`config.mk`:
```
export PLATFORM = sky130hd
export DESIGN_NAME = core_run_monitor
export DESIGN_NICKNAME = d
export VERILOG_FILES = /design/src/rtl/core_run_monitor.sv
export SDC_FILE = /design/constraint.sdc
export NUM_CORES = 1
export LEC_CHECK = 0
export ABC_AREA = 0
export CORE_MARGIN = 4
export CORE_UTILIZATION = 45
export CTS_CLUSTER_DIAMETER = 80
export CTS_CLUSTER_SIZE = 8
export DETAILED_ROUTE_END_ITERATION = 16
export GPL_ROUTABILITY_DRIVEN = 0
export GPL_TIMING_DRIVEN = 0
export PLACE_DENSITY_LB_ADDON = 0.05
export SLEW_MARGIN = 0
export SYNTH_ARGS = -nofsm -noshare
export SYNTH_HDL_FRONTEND = slang
export SYNTH_SLANG_ARGS = --single-unit
```
`constraint.sdc`:
```
create_clock -name i_clk -period 2.9 [get_ports i_clk]
set_input_delay 0.58 -clock i_clk [delete_from_list [all_inputs] [get_ports i_clk]]
set_output_delay 0.58 -clock i_clk [all_outputs]
set_load 0.02 [all_outputs]
```
`src/rtl/core_run_monitor.sv`:
```
// Run-control monitor: halt-event/timeout capture, post-halt drain window, retire counter and
// optional writeback trace buffer (enabled by defining CORE_RUN_MONITOR_TRACE_EN).
module core_run_monitor #(
  parameter int unsigned N_EVT        = 2,
  parameter int unsigned CNT_W        = 32,
  parameter int unsigned TIMEOUT      = 100,
  parameter int unsigned DRAIN_CYCLES = 4,
  parameter int unsigned DEPTH        = 16
) (
  input  logic                       i_clk,
  input  logic                       i_rst,
  input  logic [N_EVT-1:0]           i_evt_pulse,
  input  logic [31:0]                i_halt_pc_in,
  input  logic                       i_wb_wen,
  input  logic [4:0]                 i_wb_rd,
  input  logic [31:0]                i_wb_data,
  input  logic [$clog2(DEPTH)-1:0]   i_trc_idx,
  output logic                       o_done,
  output logic                       o_halted,
  output logic                       o_timed_out,
  output logic [$clog2(N_EVT)-1:0]   o_halt_cause,
  output logic [31:0]                o_halt_pc,
  output logic [CNT_W-1:0]           o_cycles,
  output logic [CNT_W-1:0]           o_retired,
  output logic [$clog2(DEPTH):0]     o_trc_count,
  output logic [36:0]                o_trc_rdata
);

  localparam int unsigned EVT_W = $clog2(N_EVT);
  localparam int unsigned PTR_W = $clog2(DEPTH);

  typedef enum logic [1:0] {StRun, StDrain, StDone} state_e;

  state_e             r_state;
  logic               r_done;
  logic               r_halted;
  logic               r_timed_out;
  logic [EVT_W-1:0]   r_halt_cause;
  logic [31:0]        r_halt_pc;
  logic [CNT_W-1:0]   r_cycles;
  logic [CNT_W-1:0]   r_retired;
  logic [CNT_W-1:0]   r_drain_cnt;

  logic               w_evt_any;
  logic               w_timeout;
  logic               w_wb_qual;
  logic [EVT_W-1:0]   w_evt_idx;

  // Scan downward so the lowest set index is the last one assigned.
  always_comb begin
    w_evt_idx = '0;
    for (int i = N_EVT - 1; i >= 0; i--) begin
      if (i_evt_pulse[i]) w_evt_idx = EVT_W'(i);
    end
  end

  assign w_evt_any = |i_evt_pulse;
  assign w_timeout = (r_cycles == CNT_W'(TIMEOUT - 1));
  assign w_wb_qual = i_wb_wen && (i_wb_rd != 5'd0) && (r_state != StDone);

  always_ff @(posedge i_clk) begin
    if (i_rst) begin
      r_state      <= StRun;
      r_done       <= 1'b0;
      r_halted     <= 1'b0;
      r_timed_out  <= 1'b0;
      r_halt_cause <= '0;
      r_halt_pc    <= '0;
      r_cycles     <= '0;
      r_retired    <= '0;
      r_drain_cnt  <= '0;
    end else begin
      if (w_wb_qual) r_retired <= r_retired + CNT_W'(1);
      unique case (r_state)
        StRun: begin
          r_cycles <= r_cycles + CNT_W'(1);
          if (w_evt_any || w_timeout) begin
            r_halted    <= 1'b1;
            r_drain_cnt <= CNT_W'(DRAIN_CYCLES);
            if (w_evt_any) begin
              r_halt_cause <= w_evt_idx;
              r_halt_pc    <= i_halt_pc_in;
            end else begin
              r_timed_out <= 1'b1;
            end
            if (DRAIN_CYCLES == 0) begin
              r_state <= StDone;
              r_done  <= 1'b1;
            end else begin
              r_state <= StDrain;
            end
          end
        end
        StDrain: begin
          r_drain_cnt <= r_drain_cnt - CNT_W'(1);
          if (r_drain_cnt == CNT_W'(1)) begin
            r_state <= StDone;
            r_done  <= 1'b1;
          end
        end
        StDone: begin
        end
        default: r_state <= StRun;
      endcase
    end
  end

  assign o_done       = r_done;
  assign o_halted     = r_halted;
  assign o_timed_out  = r_timed_out;
  assign o_halt_cause = r_halt_cause;
  assign o_halt_pc    = r_halt_pc;
  assign o_cycles     = r_cycles;
  assign o_retired    = r_retired;

`ifdef CORE_RUN_MONITOR_TRACE_EN
  localparam logic [PTR_W:0] TRC_FULL = (PTR_W + 1)'(DEPTH);

  logic [36:0]      r_mem [DEPTH];
  logic [PTR_W-1:0] r_wr_ptr;
  logic [PTR_W:0]   r_trc_count;
  logic [36:0]      r_trc_rdata;
  logic [PTR_W-1:0] w_rd_addr;

  // Index 0 maps to the oldest valid entry; truncation gives the mod-DEPTH wrap.
  assign w_rd_addr = r_wr_ptr - r_trc_count[PTR_W-1:0] + i_trc_idx;

  always_ff @(posedge i_clk) begin
    if (w_wb_qual) r_mem[r_wr_ptr] <= {i_wb_rd, i_wb_data};
  end

  always_ff @(posedge i_clk) begin
    if (i_rst) begin
      r_wr_ptr    <= '0;
      r_trc_count <= '0;
      r_trc_rdata <= '0;
    end else begin
      if (w_wb_qual) begin
        r_wr_ptr <= r_wr_ptr + PTR_W'(1);
        if (r_trc_count != TRC_FULL) r_trc_count <= r_trc_count + (PTR_W + 1)'(1);
      end
      r_trc_rdata <= ({1'b0, i_trc_idx} < r_trc_count) ? r_mem[w_rd_addr] : '0;
    end
  end

  assign o_trc_count = r_trc_count;
  assign o_trc_rdata = r_trc_rdata;
`else
  logic w_unused_trace;
  assign w_unused_trace = ^{i_trc_idx, i_wb_data};
  assign o_trc_count    = '0;
  assign o_trc_rdata    = '0;
`endif

endmodule

```
# Word level (Yosys, flattened, before mapping)
# Index checks and enable logic that the tools add are counted.
[classes]
addsub = 3
multipliers = 0
div = 0
magnitude_cmp = 0
n_eq_ne = 7
shifts = 0
n_mux = 7
n_bitwise = 2
reduce_logical = 13
[op_table]
columns = ["op", "count"]
rows = [
  ["adder 32 x 1 -> 32 bit (second input constant)", 2],
  ["one-hot mux 32 bit (2 select lines)", 1],
  ["equality test 32 x 1 -> 1 bit (second input constant)", 1],
  ["equality test 32 x 7 -> 1 bit (second input constant)", 1],
  ["2-to-1 mux 32 bit", 1],
  ["subtractor 32 x 1 -> 32 bit (second input constant)", 1],
  ["AND reduction 3 bit", 3],
  ["!= test 2 bit (second input constant)", 3],
  ["one-hot mux 2 bit (3 select lines)", 1],
  ["AND reduction 2 bit", 3],
  ["nonzero test 5 bit", 1],
  ["2-to-1 mux 2 bit", 2],
  ["equality test 2 x 1 -> 1 bit (second input constant)", 1],
  ["equality test 2 bit (second input constant)", 1],
  ["logical AND 1 bit", 2],
  ["logical NOT 2 bit", 1],
  ["2-to-1 mux 1 bit", 2],
  ["inverter 1 bit", 2],
  ["nonzero test 2 bit", 1],
  ["OR reduction 2 bit", 1],
  ["logical OR 1 bit", 1],
]
[word_totals]
register_bits = 134
latch_bits = 0
ram_bits = 0
rom_bits = 0
in_bits = 78
output_inout_bits = 142
word_cells = 41
n_memories = 0

# Longest topological paths before layout
[logic_depth]
word_depth = 4
mapped_depth = 8
depth_no_buf = 6

# Least setup slack after synthesis
# OpenSTA, ideal clock, no wires.
[synth_timing]
path_kind = "register to register"
start = "reg r_cycles[0], in the netlist o_cycles[0]"
end = "reg r_drain_cnt[5]"
setup_ns = 0.072
arrival_ns = 2.164
required_ns = 2.828
setup_slack_ns = 0.664
stages_incl_launch_ff = 8
path_buffers = 1
synth_period_minus_slack_ns = 2.236
path_cell_list = "dfxtp_1 > ha_1 > nor3b_4 > nand3_1 > or4_4 > buf_6 > a2111oi_2 > mux2i_1"
[synth_between]
elab_chain_len = 4
[synth_rtl]
columns = ["item", "line", "text"]
rows = [
  ["from (decl)", "40", "logic [CNT_W-1:0] r_cycles;"],
  ["from (signal assigned)", "76", "r_cycles <= r_cycles + CNT_W'(1);"],
  ["equality test 32 x 7 -> 1 bit", "58", "assign w_timeout = (r_cycles == CNT_W'(TIMEOUT - 1));"],
  ["logical OR 1 bit", "77", "if (w_evt_any || w_timeout) begin"],
  ["!= test 2 bit (no line)", "--", ""],
  ["AND reduction 2 bit (no line)", "--", ""],
  ["to (signal assigned)", "79", "r_drain_cnt <= CNT_W'(DRAIN_CYCLES);"],
  ["to (signal assigned)", "95", "r_drain_cnt <= r_drain_cnt - CNT_W'(1);"],
  ["to (decl)", "42", "logic [CNT_W-1:0] r_drain_cnt;"],
]
# No other way between the ends.
# A chain may end at the register's enable or synchronous reset.

# Worst setup path after layout
[layout_timing]
start = "in i_wb_rd[0]"
end = "reg r_retired[23], in the netlist o_retired[23]"
[layout_between]
elab_chain_len = 3
[layout_rtl]
columns = ["item", "line", "text"]
rows = [
  ["from (decl)", "15", "input logic [4:0] i_wb_rd,"],
  ["nonzero test 5 bit", "59", "assign w_wb_qual = i_wb_wen && (i_wb_rd != 5'd0) && (r_state != StDone);"],
  ["logical AND 1 bit (2 in series)", "59", ""],
  ["to (signal assigned)", "73", "if (w_wb_qual) r_retired <= r_retired + CNT_W'(1);"],
  ["to (decl)", "41", "logic [CNT_W-1:0] r_retired;"],
]
# No other way between the ends.

==> flow_summary.json <==
{
  "synthCells": 813,
  "power_uw": 5310,
  "dp_hpwl_mm": 13.2,
  "cts-root-buf": "clkbuf_16",
  "holdBufCountCts": 0,
  "ys_seq_area_share_pct": 39.1,
  "dr.pass1.iters": 5,
  "syn_avg_cell_area_um2": 8.43,
  "crit_path_max_fanout": 10,
  "antenna_found_initial": 0,
  "tns_ps": 0,
  "ff2ff_path_depth": 6,
  "layout-drive-gt1-share_pct": 11.2,
  "arrival_ps": 2790,
  "viasPerCell": 5.29,
  "outcome": "finished clean",
  "ir_drop_uv": 443,
  "cts_sinks": 134,
  "final_core_util_pct": 62.5,
  "routed_wl_mm": 18.5,
  "cts_max_level": 4,
  "num_antenna_cells": 0,
  "crit_path_end": "o_retired[23]",
  "die_h_um": 131,
  "first_global_vias": 5980,
  "crit_start": "i_wb_rd[0]",
  "path_cells": "clkdlybuf4s50_1 -> or4_1 -> o211ai_2 -> or3_1 -> clkbuf_1 -> buf_2 -> or3_1 -> a21oi_1",
  "cp_slowest_cell": "or4_1",
  "track_usage_pct": 21.0,
  "rsz0062_at_grt": "false",
  "fin_area_um2": 9190,
  "drv_cap": 0,
  "p_int_uw": 3720,
  "worstHoldPathType": "reg -> reg",
  "seq_area_um2": 2680,
  "max_stage_delay_ps": 540,
  "grt.overflow.total": 0,
  "p_per_area_nw_per_um2": 578,
  "worstMarginPinSlew_ps": 801,
  "fp.dieW_um": 131,
  "multi_input_area_um2": 3690,
  "postCtsSetupBuffers": 0,
  "n_fill_cell": 1283,
  "io_pins": 220,
  "core_um2": 14700,
  "dieArea_um2": 17300,
  "rr_startpoint": "r_drain_cnt[3]",
  "p_switching_uw": 1590,
  "yosys.cell_types.count": 46,
  "power.share.clock_pct": 37.5,
  "tritoncts": "built",
  "max_freq_ghz": 0.396,
  "synth-seq-cells": 134,
  "grt_pass1_wl_mm": 30.4,
  "clock_path_buffers": 2,
  "drc": 0,
  "skew_ps": 10.7,
  "hold_viol": 0,
  "core.rowCount": 44,
  "slew_headroom_pct": 46.6,
  "cpMostUsedCell": "or3_1",
  "syn_area_um2": 6850,
  "combPwrFrac_pct": 23.9,
  "clk_pin_slew_ps": 50,
  "endpoint_kind": "flip-flop",
  "slew_viol_final": 0,
  "yosysWarnings": 0,
  "cp.required_ps": 3160,
  "seq_power_share_pct": 38.5,
  "cts_buffers": 17,
  "initialDrtViolationCount": 405,
  "regToRegEndpoint": "r_drain_cnt[22]",
  "most-common-layout-cells": "140 x clkdlybuf4s50_1, 134 x dfxtp_1, 90 x nand2_1",
  "final_common_cell": "clkdlybuf4s50_1",
  "initial_utilization_pct": 46.6,
  "period_share_pct": 87.1,
  "path_class": "in -> reg",
  "setup_viol": 0,
  "p_leak_uw": 0.00325,
  "startpoint_type": "primary input",
  "clkLatencyLatePin_ps": 420,
  "grt_max_degree": 17,
  "period_needed_ps": 2530,
  "r2r_slack_ps": 390,
  "vias": 6394,
  "port_buffers": 140,
  "place_area_um2": 8640,
  "finalNetCount": 1095,
  "hold_ws_ps": 448,
  "switching_share_pct": 30.0,
  "postRouteAntennaNets": 0,
  "routedWlPerCell_um": 15.3,
  "synthToLayoutAreaGrowth_pct": 34.1,
  "ctsResizeCount": 0
}
synthesized netlist by cell type, drive strengths merged:
library cell,n,area (um2)
a2111oi,17,255
a211oi,10,115
a21o,2,15.0
a21oi,60,300
a31oi,3,18.8
a32oi,1,8.76
and3,8,50.1
and4,8,70.1
and4b,1,10.0
buf,55,394
clkbuf,42,158
conb,1,3.75
dfxtp,134,2680
ha,4,50.1
inv,23,86.3
mux2i,29,290
nand2,90,338
nand2b,2,12.5
nand3,55,280
nand3b,31,233
nand4,11,68.8
nand4b,1,8.76
nor2,60,225
nor2b,2,12.5
nor3,23,115
nor3b,1,18.8
nor4,21,131
nor4b,2,17.5
nor4bb,1,10.0
o211ai,1,12.5
o21a,1,7.51
o21ai,10,50.0
o31ai,13,97.6
or2,4,25.0
or3,20,125
or4,22,169
or4b,1,10.0
xnor2,37,324
xor2,6,52.6
critical path: cells and delay by family:
kind | cells | cell delay [ps]
buf+inv | 3 | 950
simple gates | 3 | 850
compound gates | 2 | 420
worst min-delay path by stage:
stage / startpoint / slack [ps] / cells past startpoint / end
after floorplan: r_drain_cnt[26] / 450 / 2 / r_drain_cnt[26]
after global placement: o_done / 430 / 2 / o_done
after detailed placement: o_done / 440 / 2 / o_done
after CTS: o_done / 450 / 2 / o_done
after global routing: o_halt_pc[20] / 480 / 2 / o_halt_pc[20]
final: o_done / 450 / 2 / o_done
kinds of logic (layout without fill, tap and decap cells):
logic type | Yosys count | count (layout) | synth area share, %
XOR/XNOR | 43 | 43 | 5.50
other | 1 | 42 | 0.0547
buffers and inverters | 120 | 291 | 9.31
AO/OA/AOI/OAI | 118 | 118 | 12.9
AND/OR/NAND/NOR | 364 | 364 | 28.2
flip-flops | 134 | 134 | 39.1
adder cells (fa/ha/maj) | 4 | 4 | 0.730
multiplexers | 29 | 29 | 4.24
power groups by stage:
stage	sequential (uW)	combinational, uW	clock, uW
CTS	2040	1270	2040
detailed placement	2080	1270	0
floorplan	2120	892	0
finish	2040	1270	1990
global route	2060	1390	2130
global placement	2080	1260	0
per-layer routing:
layer / share of wire, % / global-route usage, % / up-vias
li1: - / - / 3212
met1: 46 / 27.3 / 2977
met2: 46 / 33.1 / 194
met3: 8.1 / 7.84 / 11
met4: 0.66 / 5.48 / 0
met5: 0 / 0 / -
sequential cells by signal, summed over array words and instances, names as in the netlist:
signal        flops
r_state           2
o_timed_out       1
o_halt_pc        32
o_done            1
o_retired        32
o_cycles         32
o_halted          1
o_halt_cause      1
r_drain_cnt      32
per-stage QoR:
| step | worst slack (ps) | cells |
|---|---|---|
| 2_1_floorplan | 664 | 854 |
| 3_3_place_gp | -27.6 | 1178 |
| 3_5_place_dp | -53.0 | 1178 |
| 4_1_cts | 370 | 1209 |
| 5_1_grt | 166 | 1209 |
| 6_report | 373 | 1209 |
final cells by class:
cell class | count | area share, %
multi-input cells | 600 | 40.1
flip-flops and latches | 134 | 29.2
repair buffers | 140 | 15.3
plain buffers | 97 | 6.01
clock buffers | 18 | 4.78
well taps | 184 | 2.51
clock inverters | 13 | 1.18
inverters | 23 | 0.940
No activity file was read; power rests on OpenSTA's default activity.
